[src/rtl/mem_arb.sv]
`default_nettype none
// ============================================================================
// Module      : mem_arb
// Description : Two-port (A/B) single-memory arbiter with burst lock and
//               round-robin tie break; MEM_ARB_FIXED_PRIO_EN selects A-priority.
// Revision    : 1.0 - initial release
// ============================================================================
module mem_arb #(
    parameter int DWIDTH  = 32,
    parameter int MEMSIZE = 10
) (
    input  logic               clk,
    input  logic               rst,
    input  logic               a_req,
    input  logic               a_we,
    input  logic               a_lock,
    input  logic [MEMSIZE-1:0] a_addr,
    input  logic [DWIDTH-1:0]  a_wdata,
    output logic               a_gnt,
    output logic               a_rvalid,
    output logic [DWIDTH-1:0]  a_rdata,
    input  logic               b_req,
    input  logic               b_we,
    input  logic               b_lock,
    input  logic [MEMSIZE-1:0] b_addr,
    input  logic [DWIDTH-1:0]  b_wdata,
    output logic               b_gnt,
    output logic               b_rvalid,
    output logic [DWIDTH-1:0]  b_rdata,
    output logic               mem_we,
    output logic [MEMSIZE-1:0] mem_addr,
    output logic [DWIDTH-1:0]  mem_wdata,
    input  logic [DWIDTH-1:0]  mem_rdata
);

    typedef enum logic [1:0] {
        S_IDLE  = 2'd0,
        S_OWN_A = 2'd1,
        S_OWN_B = 2'd2
    } state_t;

    state_t r_state_q;
    state_t w_state_d;
    logic   r_a_rvalid_q;
    logic   w_a_rvalid_d;
    logic   r_b_rvalid_q;
    logic   w_b_rvalid_d;
    logic   w_tie_a;
    logic   w_a_sticky;

`ifdef MEM_ARB_FIXED_PRIO_EN
    // A wins every tie and never yields to B while it keeps requesting.
    assign w_tie_a    = 1'b1;
    assign w_a_sticky = 1'b1;
`else
    logic r_last_b_q;
    logic w_last_b_d;

    assign w_tie_a    = r_last_b_q;
    assign w_a_sticky = 1'b0;
`endif

    // Grants are gated by rst so nothing reaches memory during reset.
    assign a_gnt = !rst && (r_state_q == S_OWN_A) && a_req;
    assign b_gnt = !rst && (r_state_q == S_OWN_B) && b_req;

    always_comb begin
        mem_we    = 1'b0;
        mem_addr  = '0;
        mem_wdata = '0;
        if (a_gnt) begin
            mem_we    = a_we;
            mem_addr  = a_addr;
            mem_wdata = a_wdata;
        end else if (b_gnt) begin
            mem_we    = b_we;
            mem_addr  = b_addr;
            mem_wdata = b_wdata;
        end
    end

    always_comb begin
        w_state_d = r_state_q;
        case (r_state_q)
            S_IDLE: begin
                if (a_req && (!b_req || w_tie_a)) begin
                    w_state_d = S_OWN_A;
                end else if (b_req) begin
                    w_state_d = S_OWN_B;
                end else begin
                    w_state_d = S_IDLE;
                end
            end
            S_OWN_A: begin
                if (a_req && (a_lock || w_a_sticky)) begin
                    w_state_d = S_OWN_A;
                end else if (b_req) begin
                    w_state_d = S_OWN_B;
                end else if (a_req) begin
                    w_state_d = S_OWN_A;
                end else begin
                    w_state_d = S_IDLE;
                end
            end
            S_OWN_B: begin
                if (b_req && b_lock) begin
                    w_state_d = S_OWN_B;
                end else if (a_req) begin
                    w_state_d = S_OWN_A;
                end else if (b_req) begin
                    w_state_d = S_OWN_B;
                end else begin
                    w_state_d = S_IDLE;
                end
            end
            default: w_state_d = S_IDLE;
        endcase
    end

    assign w_a_rvalid_d = a_gnt && !a_we;
    assign w_b_rvalid_d = b_gnt && !b_we;

`ifndef MEM_ARB_FIXED_PRIO_EN
    always_comb begin
        w_last_b_d = r_last_b_q;
        if (w_state_d == S_OWN_A) begin
            w_last_b_d = 1'b0;
        end else if (w_state_d == S_OWN_B) begin
            w_last_b_d = 1'b1;
        end
    end

    always_ff @(posedge clk) begin
        if (rst) begin
            r_last_b_q <= 1'b1;
        end else begin
            r_last_b_q <= w_last_b_d;
        end
    end
`endif

    always_ff @(posedge clk) begin
        if (rst) begin
            r_state_q    <= S_IDLE;
            r_a_rvalid_q <= 1'b0;
            r_b_rvalid_q <= 1'b0;
        end else begin
            r_state_q    <= w_state_d;
            r_a_rvalid_q <= w_a_rvalid_d;
            r_b_rvalid_q <= w_b_rvalid_d;
        end
    end

    assign a_rvalid = r_a_rvalid_q;
    assign b_rvalid = r_b_rvalid_q;
    assign a_rdata  = mem_rdata;
    assign b_rdata  = mem_rdata;

endmodule
`default_nettype wire

[config.mk]
export PLATFORM = sky130hd
export DESIGN_NAME = mem_arb
export DESIGN_NICKNAME = d
export VERILOG_FILES = /design/src/rtl/mem_arb.sv
export SDC_FILE = /design/constraint.sdc
export NUM_CORES = 1
export LEC_CHECK = 0
export CORE_AREA = 4 4 88 90
export CTS_CLUSTER_DIAMETER = 50
export CTS_CLUSTER_SIZE = 12
export DETAILED_ROUTE_END_ITERATION = 8
export DIE_AREA = 0 0 92 94
export GPL_TIMING_DRIVEN = 0
export MAX_ROUTING_LAYER = met4
export PLACE_DENSITY = 0.75
export REMOVE_ABC_BUFFERS = 1
export SLEW_MARGIN = 20
export SYNTH_ARGS = -nofsm -noshare
export SYNTH_HDL_FRONTEND = slang
export SYNTH_SLANG_ARGS = --single-unit
export TNS_END_PERCENT = 50
[constraint.sdc]
create_clock -name clk -period 1.9 [get_ports clk]
set_input_delay 0.38 -clock clk [delete_from_list [all_inputs] [get_ports clk]]
set_output_delay 0.38 -clock clk [all_outputs]
set_load 0.02 [all_outputs]
Word level (Yosys, flattened, before mapping)
Index checks and enable logic that the tools add are counted. W data, S select, Z words.

Flip-flop bits (word level): 5. Output and inout port bits: 111.

Muxes and demuxes: 16. Reductions and logical operators: 16. Eq/ne operators: 4.

Operators with widths (number): $mux W32 (2); $mux W10 (2); $mux W2 (6); $logic_and A1 B1 Y1 (9); $pmux W2 S3 (1); $mux W1 (5); $eq A2 B1 Y1 const B (2); $eq A2 B2 Y1 const B (2); $logic_not A1 Y1 (4); $logic_not A2 Y1 (1); $reduce_bool A2 Y1 (1); $logic_or A1 B1 Y1 (1).

Longest topological paths before layout
Depth after elaboration: 8. Gate-level depth with buffers: 7. Mapped depth without buffers: 7.

Least setup slack after synthesis
No wires, ideal clock.

Path type: flip-flop to output port. Start point: register r_state_q[0]. End point: output port mem_addr[0]. Arrival: 1.328 ns. Path slack: 0.192 ns. Path buffers: 1. Data required time: 1.520 ns. Cell stages (with the launch flop): 4. Cells stage by stage: dfxtp_1 > nor4b_4 > buf_6 > a22o_1.

Word-level cells in the longest chain between the ends: 5. Elaborated cells between the ends (all ways): 8. Classes of those cells: 2 x eq/ne; 2 x mux; 4 x reduce/logical.

Ends and longest elaborated chain: from (decl) (RTL line 42) `state_t r_state_q;`; from (signal assigned) (RTL line 148) `r_state_q <= w_state_d;`; $eq A2 B2 Y1 (RTL line 65) `assign b_gnt = !rst && (r_state_q == S_OWN_B) && b_req;`; $logic_and A1 B1 Y1 (2 in a row) (RTL line 65); net b_gnt (RTL line 27) `output logic b_gnt,`; $mux W10 (RTL line 75) `end else if (b_gnt) begin`; $mux W10 (RTL line 71) `if (a_gnt) begin`; to (decl) (RTL line 31) `output logic [MEMSIZE-1:0] mem_addr,`.

The timed path passes the listed nets, and every way through them passes these cells.

Worst setup path in the final report
Start point: register r_state_q[1]. End point: output port mem_wdata[24].

Word-level cells in the longest chain between the ends: 5. Elaborated cells between the ends (all ways): 8. Classes of those cells: 2 x eq/ne; 2 x mux; 4 x reduce/logical.

Ends and longest elaborated chain: $eq A2 B2 Y1 (RTL line 65); $logic_and A1 B1 Y1 (2 in a row) (RTL line 65); $mux W32 (RTL line 75); $mux W32 * (RTL line 71); to (decl) (RTL line 32) `output logic [DWIDTH-1:0] mem_wdata,`.

Mark *: on every way between the ends. The rest lies on a longest branch, timed or not.

==> out/qor.txt <==
DR WL/cell: 24.5 µm
most frequent cells after synthesis: buf_4, a22o_1, dfxtp_1
Clock transition at path regs: 0.04 ns
via count: 1480
first-pass GRT wire length: 10800 µm
Max Cap Viol: 0
vias per cell: 4.38
DRT iter0 DRCs: 43
P_leak: 1.10 nW
Die H: 94 µm
Slew headroom: 0.807
Setup Skew: 0.00395 ns
crit start category: flip-flop
H-tree depth: 1
Slew Viols, Final: 0
DRT Pass-1 Iters: 4
Post-synth EDFFs: 0
HPWL Detailed: 6640 µm
worst hold slack: 0.438 ns
Top FF cell, synth: dfxtp_1
Critical path buffers and inverters: 3
ratio of cells with drive above 1 in the final layout: 0.350
worst slew pin tran: 0.289 ns
# setup viols final: 31
Yosys reg bits: 5
I/O Buffers: 138
fin crit period: 1.95 ns
number of global-route vias before repair: 1558
Peak VDD IR: 0.000120 V
Syn Inst Count: 144
initial antenna violation count: 1
Hold Crit Class: input pin to flip-flop
final wirelength: 8270 µm
violated checks: setup timing
Netlist cell types: 25
Core ar.: 7060 µm²
dominant cell by count in the synthesized netlist: buf_4
Starting Density: 0.171
residual DRC count: 0
Antenna Nets Post-Route: 0
io pins: 235
Power Density: 287 nW/µm²
cells along the critical path: nor4bb_4, buf_6, buf_8, a22o_1, buf_6
top cells by area, synth: buf_4, a22o_1, dfxtp_1
Yosys top cell by area: buf_4
CP max-delay cell: dfxtp_4
Worst Setup End Kind: primary output
register area share after synthesis: 0.0832
worst setup path category: flip-flop to primary output
CTS buffer count: 3
largest net degree at the start of global routing: 13
worst-case clock buffer depth: 2
Die ar.: 8650 µm²
post-layout instance area: 2620 µm²
post-synth top area share: 0.405
Data arrival, critical path: 1.57 ns
Final nets: 363
Final Hold Fails: 0
row count: 31
Setup WS post-layout: -0.0469 ns
fillers: 708
syn avg cell area: 8.36 µm²
Die X: 92 µm
Top delay family on crit path: buffers and inverters
synthesized area: 1200 µm²
RSZ-0062 raised after global routing: yes
CTS tree: done
root buffer cell: clkbuf_8
slowest cell delay on critical path: 0.36 ns
Worst Path Required: 1.52 ns
CP most frequent cell: buf_6
maximum fanout along the worst path: 8
Placer Congestion: 0.831
Worst-Skew Late Latency: 0.23 ns
Area Overhead vs Synth: 118%
pre-CTS setup slack: -1.40 ns
outcome: complete, but fails checks
Hold Buf Count CTS: 0
yosys warns: 0
ys async rst share: 0
placed cell areas: 2220 µm²
clock sink count: 5
Max Clk Rate: 0.514 GHz
Final Cycle Share: 1.02
GRT Util Overall: 0.179
gr ovfl total: 0
per-stage QoR:
stage                     power (W)  setup TNS (ns)  cells  utilization
final                      0.000753          -0.602    338        0.371
after global routing       0.000787           -2.46    337        0.371
after CTS                  0.000724          -0.601    332        0.349
after detailed placement   0.000491          -56.51    313        0.314
after global placement     0.000479         -258.98    308        0.305
after floorplan            0.000222         -145.19     71            -
what timing repair did:
action | 4_1_cts | 5_1_grt
resized for setup | 269 | 29
gates cloned | 3 | 1
buffers inserted | 13 | 3
endpoints found under the setup margin | 46 | 44
pin swaps | 15 | 29
registers in the layout, summed over array words and instances (netlist names):
signal      cells
r_state_q       2
a_rvalid        1
b_rvalid        1
r_last_b_q      1
placed cells by master (no fill, tap or decap), types with 2 or more instances in the layout:
cell,count
a22o_1,42
buf_12,3
buf_16,3
buf_2,3
buf_4,10
buf_6,46
buf_8,3
clkbuf_8,3
clkdlybuf4s50_1,90
dfxtp_1,3
dfxtp_4,2
diode_2,2
nand2_1,4
kinds of logic (layout without fill, tap and decap cells):
group           Yosys count  in the layout  share of synthesized area
fa+ha+maj                 1              1                     0.0104
buf+inv                  75            168                      0.466
simple gates             16             16                     0.0998
flops                     5              5                     0.0832
mux                       1              1                    0.00832
compound gates           46             46                      0.333
other cells               0              2                          0
worst register-to-register path, stage by stage (launching register included):
cell	delay (ns)
dfxtp_4	0.35
buf_4	0.14
or3_1	0.33
a31oi_1	0.22
nor2_1	0.07
ha_1	0.29
mux2i_1	0.17
nand2b_1	0.08
worst paths after layout:
check | to | depth (start not counted) | start | slack, ns
worst max-delay path | mem_wdata[24] | 5 | r_state_q[1] | -0.05
worst min-delay path | r_state_q[0] | 2 | rst | 0.44
worst max register to register | r_last_b_q | 7 | r_state_q[0] | 0.13
worst min register to register | r_last_b_q | 2 | r_last_b_q | 0.57
layer usage:
metal	share of wire	wire length [µm]	track usage	vias to the layer above
li1	-	-	-	654
met5	0	0	-	-
met4	0.0077	64	0.0260	0
met2	0.45	3700	0.269	145
met3	0.21	1740	0.175	5
met1	0.33	2770	0.170	676
final cells by class:
class | instances | area [µm²] | share of cell area
timing repair buffer | 162 | 1750 | 0.667
sequential | 5 | 108 | 0.0411
antenna | 2 | 5.00 | 0.00191
tap | 99 | 124 | 0.0473
inverter | 2 | 7.51 | 0.00287
multi-input combinational | 64 | 584 | 0.223
clock buffer | 4 | 45.0 | 0.0172
report_power, final:
group	internal, W	leakage (nW)	switching [W]
logic	0.000287	1.03	0.000141
clock network	0.000145	0.0228	0.0000613
registers	0.000111	0.0422	0.00000773
No activity file was read; power rests on OpenSTA's default activity.
